`src/rtl/watch_time_set_ctrl.sv`:
```
// Watch time-setting controller: debounced buttons with auto-repeat, a four-state
// edit sequencer, shadow time fields, a one-cycle load strobe and a field blink mask.
module watch_time_set_ctrl #(
  parameter int unsigned DEBOUNCE_CYCLES   = 250000,
  parameter int unsigned BLINK_HALF_CYCLES = 12500000,
  parameter int unsigned REPEAT_DELAY      = 25000000,
  parameter int unsigned REPEAT_RATE       = 5000000
) (
  input  logic       clk,
  input  logic       rst,
  input  logic       btn_mode,
  input  logic       btn_inc,
  input  logic       btn_dec,
  input  logic [4:0] cur_hour,
  input  logic [5:0] cur_minute,
  input  logic [5:0] cur_second,
  output logic [4:0] set_hour,
  output logic [5:0] set_minute,
  output logic [5:0] set_second,
  output logic       load,
  output logic [1:0] mode,
  output logic [2:0] blink_mask
);

  localparam int unsigned DBW = $clog2(DEBOUNCE_CYCLES + 1);
  localparam int unsigned HW  = $clog2(REPEAT_DELAY + 1);
  localparam int unsigned BW  = $clog2(BLINK_HALF_CYCLES + 1);
  localparam logic [DBW-1:0] DB_LAST     = DBW'(DEBOUNCE_CYCLES - 1);
  localparam logic [HW-1:0]  HOLD_FIRE   = HW'(REPEAT_DELAY);
  localparam logic [HW-1:0]  HOLD_RELOAD = HW'(REPEAT_DELAY - REPEAT_RATE + 1);
  localparam logic [BW-1:0]  BLINK_LAST  = BW'(BLINK_HALF_CYCLES - 1);

  typedef enum logic [1:0] {
    RUN   = 2'd0,
    SET_H = 2'd1,
    SET_M = 2'd2,
    SET_S = 2'd3
  } state_t;

  // Button index: 0 = mode, 1 = inc, 2 = dec
  logic [2:0]     raw, sync1, sync2, acc, acc_d, press;
  logic [DBW-1:0] db_cnt [3];
  logic [HW-1:0]  hold_cnt [2];
  logic [1:0]     rep;
  logic           mode_ev, inc_ev, dec_ev, edit, restart;

  state_t         state, state_nx;
  logic [4:0]     hour_nx;
  logic [5:0]     min_nx, sec_nx;
  logic [BW-1:0]  bcnt, bcnt_nx;
  logic           phase, phase_nx, load_nx;
  logic [2:0]     mask_nx;

  assign raw = {btn_dec, btn_inc, btn_mode};

  always_ff @(posedge clk or negedge rst) begin
    if (!rst) begin
      sync1 <= '0;
      sync2 <= '0;
      acc   <= '0;
      acc_d <= '0;
      for (int unsigned i = 0; i < 3; i++) db_cnt[i] <= '0;
    end else begin
      sync1 <= raw;
      sync2 <= sync1;
      acc_d <= acc;
      for (int unsigned i = 0; i < 3; i++) begin
        if (sync2[i] == acc[i]) begin
          db_cnt[i] <= '0;
        end else if (db_cnt[i] == DB_LAST) begin
          db_cnt[i] <= '0;
          acc[i]    <= sync2[i];
        end else begin
          db_cnt[i] <= db_cnt[i] + DBW'(1);
        end
      end
    end
  end

  assign press = acc & ~acc_d;

  // Counter sits at 0 on the press cycle; after the first repeat it reloads so
  // that it reaches HOLD_FIRE again every REPEAT_RATE cycles.
  always_ff @(posedge clk or negedge rst) begin
    if (!rst) begin
      for (int unsigned i = 0; i < 2; i++) hold_cnt[i] <= '0;
    end else begin
      for (int unsigned i = 0; i < 2; i++) begin
        if (!acc[i+1])                     hold_cnt[i] <= '0;
        else if (hold_cnt[i] == HOLD_FIRE) hold_cnt[i] <= HOLD_RELOAD;
        else                               hold_cnt[i] <= hold_cnt[i] + HW'(1);
      end
    end
  end

  assign rep[0]  = acc[1] & (hold_cnt[0] == HOLD_FIRE);
  assign rep[1]  = acc[2] & (hold_cnt[1] == HOLD_FIRE);
  assign mode_ev = press[0];
  assign inc_ev  = press[1] | rep[0];
  assign dec_ev  = press[2] | rep[1];

  always_ff @(posedge clk or negedge rst) begin
    if (!rst) state <= RUN;
    else      state <= state_nx;
  end

  always_comb begin
    state_nx = state;
    if (mode_ev) begin
      unique case (state)
        RUN:   state_nx = SET_H;
        SET_H: state_nx = SET_M;
        SET_M: state_nx = SET_S;
        SET_S: state_nx = RUN;
        default: state_nx = RUN;
      endcase
    end
  end

  assign edit    = !mode_ev && (state != RUN) && (inc_ev ^ dec_ev);
  assign restart = (state_nx != state) || edit;

  always_comb begin
    hour_nx = set_hour;
    min_nx  = set_minute;
    sec_nx  = set_second;
    if (mode_ev && state == RUN) begin
      hour_nx = cur_hour;
      min_nx  = cur_minute;
      sec_nx  = cur_second;
    end else if (edit) begin
      unique case (state)
        SET_H: if (inc_ev) hour_nx = (set_hour == 5'd23) ? 5'd0 : set_hour + 5'd1;
               else        hour_nx = (set_hour == 5'd0) ? 5'd23 : set_hour - 5'd1;
        SET_M: if (inc_ev) min_nx = (set_minute == 6'd59) ? 6'd0 : set_minute + 6'd1;
               else        min_nx = (set_minute == 6'd0) ? 6'd59 : set_minute - 6'd1;
        SET_S: if (inc_ev) sec_nx = (set_second == 6'd59) ? 6'd0 : set_second + 6'd1;
               else        sec_nx = (set_second == 6'd0) ? 6'd59 : set_second - 6'd1;
        default: ;
      endcase
    end
  end

  always_comb begin
    bcnt_nx  = bcnt + BW'(1);
    phase_nx = phase;
    if (restart) begin
      bcnt_nx  = '0;
      phase_nx = 1'b0;
    end else if (bcnt == BLINK_LAST) begin
      bcnt_nx  = '0;
      phase_nx = ~phase;
    end
    unique case (state_nx)
      SET_H:   mask_nx = {phase_nx, 2'b00};
      SET_M:   mask_nx = {1'b0, phase_nx, 1'b0};
      SET_S:   mask_nx = {2'b00, phase_nx};
      default: mask_nx = '0;
    endcase
    load_nx = mode_ev && (state == SET_S);
  end

  always_ff @(posedge clk or negedge rst) begin
    if (!rst) begin
      set_hour   <= '0;
      set_minute <= '0;
      set_second <= '0;
      load       <= 1'b0;
      bcnt       <= '0;
      phase      <= 1'b0;
      blink_mask <= '0;
    end else begin
      set_hour   <= hour_nx;
      set_minute <= min_nx;
      set_second <= sec_nx;
      load       <= load_nx;
      bcnt       <= bcnt_nx;
      phase      <= phase_nx;
      blink_mask <= mask_nx;
    end
  end

  assign mode = state;

endmodule

```
`config.mk`:
```
export PLATFORM = sky130hd
export DESIGN_NAME = watch_time_set_ctrl
export DESIGN_NICKNAME = d
export VERILOG_FILES = /design/src/rtl/watch_time_set_ctrl.sv
export SDC_FILE = /design/constraint.sdc
export NUM_CORES = 1
export LEC_CHECK = 0
export ABC_AREA = 1
export BUFFER_PORTS_ARGS = -buffer_cell sky130_fd_sc_hd__buf_2
export CORE_ASPECT_RATIO = 1.4
export CORE_MARGIN = 5
export CORE_UTILIZATION = 41
export DETAILED_ROUTE_END_ITERATION = 10
export GPL_ROUTABILITY_DRIVEN = 0
export PLACE_DENSITY = 0.6
export SYNTH_ARGS = -nofsm -noshare
export SYNTH_HDL_FRONTEND = slang
export SYNTH_SLANG_ARGS = --single-unit
```
`constraint.sdc`:
```
create_clock -name clk -period 2 [get_ports clk]
set_clock_uncertainty 0.1 [all_clocks]
set_input_delay 0.2 -clock clk [delete_from_list [all_inputs] [get_ports clk]]
set_output_delay 0.2 -clock clk [all_outputs]
set_load 0.02 [all_outputs]
```
; ---- After elaboration in Yosys (flattened, before gate mapping)
; Index checks and enable logic that the tools add are counted.
[totals]
regBits = 164
input_bits = 22
out_inout_bits = 23
elab_cells = 117
[op_classes]
addsub = 12
n_eq_ne = 19
mux = 35
n_bitwise = 11
reduce_logical = 21
[ops]
columns = cell, n
row1 = two-way mux 18 bit, 6
row2 = two-way mux 25 bit, 4
row3 = two-way mux 6 bit, 12
row4 = "adder 18 x 1 -> 18 bit, second input constant", 3
row5 = "== test 18 bit, second input constant", 3
row6 = "adder 25 x 1 -> 25 bit, second input constant", 2
row7 = "== test 25 bit, second input constant", 2
row8 = two-way mux 24 bit, 2
row9 = two-way mux 5 bit, 6
row10 = "adder 24 x 1 -> 24 bit, second input constant", 1
row11 = "== test 24 bit, second input constant", 1
row12 = "adder 6 x 1 -> 6 bit, second input constant", 2
row13 = "== test 6 bit, second input constant", 2
row14 = logical NOT 6 bit, 2
row15 = AND reduction 2 bit, 6
row16 = "subtractor 6 x 1 -> 6 bit, second input constant", 2
row17 = nonzero test 2 bit, 5
row18 = case mux 3 bit (3 select lines), 1
row19 = "== test 2 bit, second input constant", 4
row20 = case mux 2 bit (4 select lines), 1
row21 = "adder 5 x 1 -> 5 bit, second input constant", 1
row22 = "== test 5 bit, second input constant", 1
row23 = logical NOT 5 bit, 1
row24 = "subtractor 5 x 1 -> 5 bit, second input constant", 1
row25 = other kinds (15), 27

; ---- Depth between registers and ports, before layout
; Gate-level depths: netlist of run 1.
[depth]
ltp_word = 8
mapped_depth = 15

; ---- Worst setup path after synthesis of run 1
; Ideal clock, no wire load.
[synth_timing]
path_kind = register to register
startpoint = register state[0] (netlist: mode[0])
endpoint = register bcnt[12]
setup_time_ns = 0.086
t_arrival_ns = 1.751
t_required_ns = 1.814
slack_ns = 0.063
path_stages_with_launch = 12
path_buffers = 1
period_less_slack_ns = 1.937
path_cell_list = dfrtp_1 inv_1 ha_1 inv_1 nand3_1 o21ai_0 xor2_1 nand3_1 inv_1 nand2_2 buf_6 nor3_1
[synth_between]
elab_chain_len = 6
[synth_lines]
columns = element, line_no
row1 = "start, declared", 47  ; state_t state, state_nx;
row2 = "start signal, assigned", 104  ; else state <= state_nx;
row3 = "== test 2 bit, or another cell as far along", 110  ; unique case (state)
row4 = case mux 2 bit (4 select lines), 110
row5 = two-way mux 2 bit, 109  ; if (mode_ev) begin
row6 = != test 2 bit, 121  ; assign restart = (state_nx != state) || edit;
row7 = logical OR 1 bit *, 121
row8 = two-way mux 24 bit *, 147  ; if (restart) begin
row9 = named net bcnt_nx[12], 50  ; logic [BW-1:0] bcnt, bcnt_nx;
row10 = "end signal, assigned", 177  ; bcnt <= bcnt_nx;
row11 = "end, declared", 50
; The timed path passes the listed nets; every way through them passes the cells marked *.
; A chain may end at the register's enable or synchronous reset.

; ---- Worst setup path in the final report of run 1
[layout_timing]
startpoint = register hold_cnt[25] (netlist name)
endpoint = register bcnt[10]
[layout_between]
elab_chain_len = 7
[layout_lines]
columns = element, line_no
row1 = "start, declared", 43  ; logic [HW-1:0] hold_cnt [2];
row2 = "start signal, assigned by index", 91  ; else hold_cnt[i] <= hold_cnt[i] + HW'(1);
row3 = == test 25 bit, 96  ; assign rep[0] = acc[1] & (hold_cnt[0] == HOLD_FIRE);
row4 = bitwise AND 1 bit, 96
row5 = OR 1 bit, 99  ; assign inc_ev = press[1] | rep[0];
row6 = XOR 1 bit, 120  ; assign edit = !mode_ev && (state != RUN) && (inc_ev ^ dec_ev);
row7 = logical AND 1 bit, 120
row8 = logical OR 1 bit, 121
row9 = two-way mux 24 bit, 147
row10 = named net bcnt_nx[10], 50
; The timed path passes the listed nets, and every way through them passes these cells.

==> results.tsv, run 1 <==
stage	metric	value	unit
synthesis	count leader, synth	nand2_1	
global_route	vias in the first global route	8093	
power_and_ir_drop	Sequential Power Share	49.2	%
layout	fillcell total	2225	
clock_tree	worst skew pair latency	0.43	ns
synthesis	Post-synth EDFFs	0	
placement	placed inst area	10400	sq um
floorplanning	I/O pins	45	
timing	setup ws final	-0.0352	ns
clock_tree	clk root buf	clkbuf_16	
layout	final instance area	11400	sq um
power_and_ir_drop	leakage power	5.17	nW
detailed_routing	Final Routed Wirelength	22500	um
worst_setup_path	critical path class	reg -> reg	
clock_tree	Clock transition at path regs	0.06	ns
floorplanning	Die X	138	um
clock_tree	clock sink count	164	
placement	port bufs	44	
global_route	initial antenna violation count	0	
timing	minimum clock period	2.04	ns
synthesis	Mapped Area	9480	sq um
timing	endpoints failing setup	14	
worst_hold_path	worst min path class	in -> async	
detailed_routing	DRC viols	0	
worst_setup_path	Max FO, Critical Path	6	
worst_setup_path	slowest cell delay on critical path	0.41	ns
clock_tree	CTS H-Tree Depth	4	
timing	Rel. slew slack	66.6	%
global_route	largest net degree at the start of global routing	86	
power_and_ir_drop	Clk pwr share	48.4	%
run	max-cap viol count	0	
layout	Nets	1411	
power_and_ir_drop	Pwr per Cell Area	599	nW/um^2
synthesis	Post-Syn Area per Cell	7.51	sq um
worst_setup_path	worst reg2reg setup slack	-0.04	ns
detailed_routing	drt pass-1 iters	4	
detailed_routing	WL/cell	13.4	um
layout	post-layout util	50.1	%
timing	Final Max Slew Viols	0	
timing	Final Hold Fails	0	
layout	layout cells sized above 1	16.5	%
synthesis	Seq cells post-synth	164	
worst_setup_path	crit-path cells	inv_1 > ha_2 > inv_2 > nor2_1 > nand2_1 > nor2_2 > nand3_4 > nand2_4 > nand2_4 > nand2_4 > nand3_4 > nand2_8 > clkbuf_16 > nor3_2	
placement	Inst Count DP	1637	
synthesis	Seq/Total Area, Yosys	43.3	%
synthesis	top_reg_cell synth	dfrtp_1	
synthesis	Post-synth ARST share	100	%
synthesis	Yosys top cell area share	43.3	%
worst_setup_path	Top cell by count, worst path	nand2_4	
floorplanning	Initial Util	41.8	%
synthesis	Syn Nets	1304	
worst_setup_path	Req. time, crit path	2.21	ns
detailed_routing	vias post-DR	8393	
worst_setup_path	crit path DAT	2.25	ns
power_and_ir_drop	Worst IR Drop VDD	0.000592	V
power_and_ir_drop	Power Internal	5.30	mW
run_status	status	finished, violations left	
timing	setup TNS	-0.222	ns
clock_tree	CTS tree	built	
power_and_ir_drop	Sw Share	22.2	%
timing	Final period util	102	%
floorplanning	core area	22700	sq um
detailed_routing	Final ANT Viol Nets	0	
power_and_ir_drop	Gate power share	2.4	%
clock_tree	Max clock buf depth	2	
worst_setup_path	critical path launch point type	register	
floorplanning	chip height	190	um
floorplanning	Total Die Area	26300	sq um
timing	RSZ-0062 raised after global routing	true	
placement	Post-DP HPWL	16100	um
worst_setup_path	Worst path slowest cell	dfrtp_1	
synthesis	Commonest cells post-synth	nand2_1, nor2_1, inv_1	
detailed_routing	vias per inst	4.99	
run_status	failing checks	setup timing	
global_route	first-pass GRT wire length	37700	um
timing	Slew @ Worst Pin	0.497	ns
synthesis	ranking of synthesized cells by area	dfrtp_1, nand2_1, nor2_1	
worst_setup_path	Crit. End Element	register	
layout	Layout area overhead	19.9	%
clock_tree	TritonCTS Buffers	17	
detailed_routing	1st-iter DRT viols	436	
global_route	grt total ovfl	0	
floorplanning	Core Rows	65	
synthesis	Yosys top cell by area	dfrtp_1	
power_and_ir_drop	switching power	1.51	mW
synthesis	Mapped Cells	1262	
timing	Max Clk Rate	491	MHz
synthesis	Ys Warns	0	
synthesis	count of cell types in the netlist	39	
layout	Finished Layout Cells	1683	
layout	n_diodes	0	
global_route	Total Routing Usage GR	17.2	%
cell type report:
| cell class | count | area (sq um) | area share [%] |
|---|---|---|---|
| clock inverter | 11 | 126 | 1.11 |
| timing repair buffer | 105 | 781 | 6.87 |
| inverter | 178 | 671 | 5.90 |
| multi-input combinational | 903 | 4840 | 42.6 |
| sequential | 164 | 4100 | 36.1 |
| clock buffer | 21 | 460 | 4.05 |
| tap | 301 | 377 | 3.31 |
metrics by stage:
step	setup WS [ns]	total power [mW]	hold WS (ns)
floorplan	0.0633	3.45	-0.196
global placement	0.0292	3.57	-0.108
detailed placement	-0.0138	3.58	-0.110
CTS	0.00481	6.92	0.00247
global route	-0.163	7.09	0.0243
finish	-0.0352	6.81	0.0163
cell usage in the layout, fill, tap and decap left out, types with 12 or more instances in the layout:
cell / netlist / layout
nor3_2: 7 / 13
buf_2: 5 / 43
nor2_4: 3 / 12
nor2_2: 6 / 23
ha_1: 20 / 17
nand3_1: 131 / 129
a21oi_1: 39 / 38
a31oi_1: 12 / 12
nor3_1: 46 / 38
xor2_1: 52 / 52
nand2_1: 265 / 260
dfrtp_1: 164 / 164
inv_1: 172 / 167
o21ai_0: 31 / 29
nor2_1: 187 / 161
nand4_1: 38 / 38
buf_4: 1 / 49
clkbuf_16: 0 / 19
state kept, by name, summed over array words and instances (netlist names), 5 cells and up:
name and count:
db_cnt 54, set_hour 5, set_minute 6, hold_cnt 50, bcnt 24, set_second 6
power groups by stage:
stage	Combinational, mW	Clock [mW]	Sequential, mW
global placement	0.162	0	3.41
detailed placement	0.164	0	3.41
floorplan	0.0425	0	3.41
CTS	0.172	3.39	3.35
finish	0.163	3.30	3.35
global route	0.194	3.54	3.35
per-layer routing:
layer / share of wire [%] / wire (um) / track usage, %
met1: 44 / 9900 / 21.3
met2: 51 / 11400 / 29.9
met3: 3.0 / 670 / 3.60
met4: 2.1 / 475 / 5.48
met5: 0 / 0 / 0
cell families (layout without fill, tap and decap cells):
| kind of cell | after synthesis | after routing | share of synthesized area, % |
|---|---|---|---|
| buffers and inverters | 195 | 315 | 7.99 |
| adders and majority gates | 20 | 20 | 2.64 |
| xor gates and xnor gates | 61 | 61 | 5.64 |
| muxes | 2 | 2 | 0.238 |
| and+or+nand+nor | 726 | 726 | 34.7 |
| DFF | 164 | 164 | 43.3 |
| AOI/OAI and AO/OA | 94 | 94 | 5.45 |
worst max-delay path, delay by kind of cell (launching register included):
| family | cells | cell delay, ns |
|---|---|---|
| flip-flops | 1 | 0.41 |
| adder cells (fa/ha/maj) | 1 | 0.18 |
| AND/OR/NAND/NOR | 10 | 0.95 |
| buffers and inverters | 3 | 0.27 |
repair_timing:
item | in CTS | in global routing
hold buffers | 5 | 0
setup endpoints to repair | 6 | 71
cloned | 0 | 3
endpoints found under the hold margin | 168 | 0
setup buffers | 0 | 6
resized for setup | 1 | 71
pin swaps | 0 | 20
worst paths after layout:
path	from	end	cells past startpoint
min reg2reg	sync1[2]$_DFF_PN0_	sync2[2]$_DFF_PN0_	0
min in group clk	cur_hour[2]	set_hour[2]$_DFFE_PN0P_	5
min	rst	db_cnt[5]$_DFF_PN0_	2
max	hold_cnt[25]$_DFF_PN0_	bcnt[10]$_DFF_PN0_	14
max reg2reg	hold_cnt[25]$_DFF_PN0_	bcnt[10]$_DFF_PN0_	14
max in group asynchronous	rst	set_hour[1]$_DFFE_PN0P_	3
Power figures use the tool's default switching activity.
==> run 2, diff against run 1 <==
CORE_UTILIZATION = 55   (was 41)
PLACE_DENSITY = 0.74   (was 0.6)
clock period = 2.4 ns   (was 2 ns; I/O delays follow)
==> results.tsv, run 2 (same netlist as run 1, synthesis figures left out) <==
stage	metric	value	unit	change
run_status	status	finished clean		was finished, violations left
run	max-cap viol count	0		unchanged
placement	placed inst area	10000	sq um	was 10400 sq um
global_route	first-pass GRT wire length	36700	um	was 37700 um
worst_setup_path	slowest cell delay on critical path	0.41	ns	about the same
global_route	largest net degree at the start of global routing	56		was 86
detailed_routing	vias post-DR	8357		was 8393
timing	Max Clk Rate	467	MHz	was 491 MHz
detailed_routing	M1 wire length	9060	um	was 9900 um
clock_tree	Max clock buf depth	2		unchanged
timing	minimum clock period	2.14	ns	was 2.04 ns
power_and_ir_drop	Pwr per Cell Area	539	nW/um^2	was 599 nW/um^2
timing	Final Hold Fails	0		unchanged
clock_tree	clk root buf	clkbuf_16		unchanged
timing	Final period util	89.2	%	was 102%
timing	Final Hold Slack	0.0533	ns	was 0.0163 ns
layout	Nets	1367		was 1411
worst_setup_path	critical path launch point type	register		unchanged
placement	port bufs	44		unchanged
detailed_routing	met3 routed WL	787	um	was 670 um
timing	Final Max Slew Viols	0		unchanged
layout	commonest non-fill, non-tap cell in the layout	nand2_1		unchanged
worst_setup_path	critical path class	reg -> reg		unchanged
layout	n_diodes	0		unchanged
clock_tree	TritonCTS Buffers	17		unchanged
worst_setup_path	delay-heaviest family, CP	simple AND/OR/NAND/NOR gates		unchanged
detailed_routing	vias per inst	5.32		was 4.99
worst_setup_path	Crit. End Element	register		unchanged
timing	endpoints failing setup	0		was 14
detailed_routing	DRC viols	0		unchanged
global_route	grt total ovfl	0		unchanged
layout	layout cells sized above 1	9.94	%	was 16.5%
clock_tree	clock sink count	164		unchanged
floorplanning	Total Die Area	20000	sq um	was 26300 sq um
global_route	vias in the first global route	8309		was 8093
timing	RSZ-0062 raised after global routing	false		was true
detailed_routing	met2 WL	10700	um	was 11400 um
layout	commonest non-fill, non-tap cells in the layout	nand2_1, nor2_1, inv_1		was nand2_1, inv_1, dfrtp_1
layout	Layout area overhead	12.9	%	was 19.9%
layout	leading registers by flop count	db_cnt (54), hold_cnt (50), bcnt (24)		unchanged
floorplanning	Core Rows	56		was 65
detailed_routing	WL/cell	13.6	um	was 13.4 um
floorplanning	Die X	121	um	was 138 um
layout	post-layout util	63.4	%	was 50.1%
detailed_routing	Final ANT Viol Nets	0		unchanged
global_route	initial antenna violation count	1		was 0
detailed_routing	drt pass-1 iters	6		was 4
clock_tree	worst skew pair latency	0.43	ns	about the same
timing	Slew @ Worst Pin	0.605	ns	was 0.497 ns
placement	Post-DP HPWL	15600	um	was 16100 um
timing	setup TNS	0	ns	was -0.222 ns
detailed_routing	DR top layer	met5		was met4
layout	max reg flops	54		unchanged
timing	Rel. slew slack	59.6	%	was 66.6%
detailed_routing	1st-iter DRT viols	597		was 436
floorplanning	Initial Util	56.1	%	was 41.8%
worst_setup_path	crit-path cells	inv_1 > ha_1 > inv_1 > nor2_1 > nand2_1 > nor2_2 > nand3_4 > nand2_4 > nand2_4 > nand2_4 > nand4_1 > nand3_1 > nand2_1		was inv_1 > ha_2 > inv_2 > nor2_1 > nand2_1 > nor2_2 > nand3_4 > nand2_4 > nand2_4 > nand2_4 > nand3_4 > nand2_8 > clkbuf_16 > nor3_2
layout	Biggest register	db_cnt		unchanged
worst_setup_path	crit path DAT	2.36	ns	was 2.25 ns
power_and_ir_drop	leakage power	4.93	nW	was 5.17 nW
worst_setup_path	Top cell by count, worst path	nand2_4		unchanged
floorplanning	chip height	165	um	was 190 um
worst_setup_path	worst path bufs/invs	2		was 3
global_route	Total Routing Usage GR	22.4	%	was 17.2%
power_and_ir_drop	Worst IR Drop VDD	0.000497	V	was 0.000592 V
floorplanning	core area	16900	sq um	was 22700 sq um
worst_setup_path	Worst path slowest cell	dfrtp_1		unchanged
worst_setup_path	Req. time, crit path	2.62	ns	was 2.21 ns
worst_setup_path	Max FO, Critical Path	15		was 6
detailed_routing	Final Routed Wirelength	21300	um	was 22500 um
worst_hold_path	worst min path class	in -> reg		was in -> async
clock_tree	CTS H-Tree Depth	4		unchanged
clock_tree	Setup Fix Bufs, Post-CTS	0		unchanged
clock_tree	CTS tree	built		unchanged
floorplanning	I/O pins	45		unchanged
timing	setup ws final	0.258	ns	was -0.0352 ns
layout	final instance area	10700	sq um	was 11400 sq um
placement	pre-CTS WS	0.272	ns	was -0.0138 ns
clock_tree	Clock transition at path regs	0.06	ns	about the same
==> run 2: cell count changes in the layout (fill, tap and decap cells not counted), moves of 4 or more <==
cell,change
nor2_1,+26
buf_4,-39
nand2_1,+5
inv_2,-4
nor2_4,-9
nor2_2,-17
nor3_1,+8
inv_1,+5
nor3_2,-6
==> run 2: worst paths after layout <==
check	start	endpoint	slack (ns)	cells past startpoint
min reg2reg	sync1[1]$_DFF_PN0_	sync2[1]$_DFF_PN0_	0.25	0
max in group asynchronous	rst	acc[0]$_DFFE_PN0P_	1.25	3
min in group asynchronous	rst	db_cnt[0]$_DFF_PN0_	0.25	2
max	hold_cnt[25]$_DFF_PN0_	set_minute[3]$_DFFE_PN0P_	0.26	13
max reg2reg	hold_cnt[25]$_DFF_PN0_	set_minute[3]$_DFFE_PN0P_	0.26	13
min	cur_second[0]	set_second[0]$_DFFE_PN0P_	0.05	5
==> run 2: final cells by class <==
type,instances,area (sq um)
fill,1457,6190
multi-input combinational,903,4610
sequential,164,4100
inverter,178,668
clock buffer,21,470
timing repair buffer,61,402
tap,232,290
clock inverter,11,149
==> run 2: metal layers <==
metal / GRT usage, % / vias to the layer above
met3: 4.50 / 63
met4: 10.9 / 2
met1: 26.7 / 3917
li1: - / 4190
met5: 0 / -
met2: 38.5 / 185
==> run 2: tightest hold or removal path, cell delays in order <==
cell and delay, ns:
buf_2 0.07, nand2_1 0.04, nand2_1 0.05, nand3_1 0.08, nand2_1 0.06
==> run 2: report_power, final <==
part	total (mW)	internal [mW]	leakage (nW)	switching [mW]
sequential	2.79	2.78	2.17	0.0125
clock	2.84	1.72	0.296	1.12
combinational	0.130	0.0410	2.46	0.0887
total	5.77	4.55	4.93	1.22
==> run 2: per-stage QoR <==
step | std cells | power [mW]
after global placement | 1534 | 2.97
after CTS | 1570 | 5.83
after floorplan | 1262 | 2.88
final | 1570 | 5.77
after detailed placement | 1534 | 2.98
after global routing | 1570 | 5.97
==> run 2: what timing repair did <==
action | in CTS | in global routing
hold endpoints to repair | 55 | 0
hold buffers | 4 | 0
setup endpoints to repair | 0 | 0
resized for setup | 0 | 0
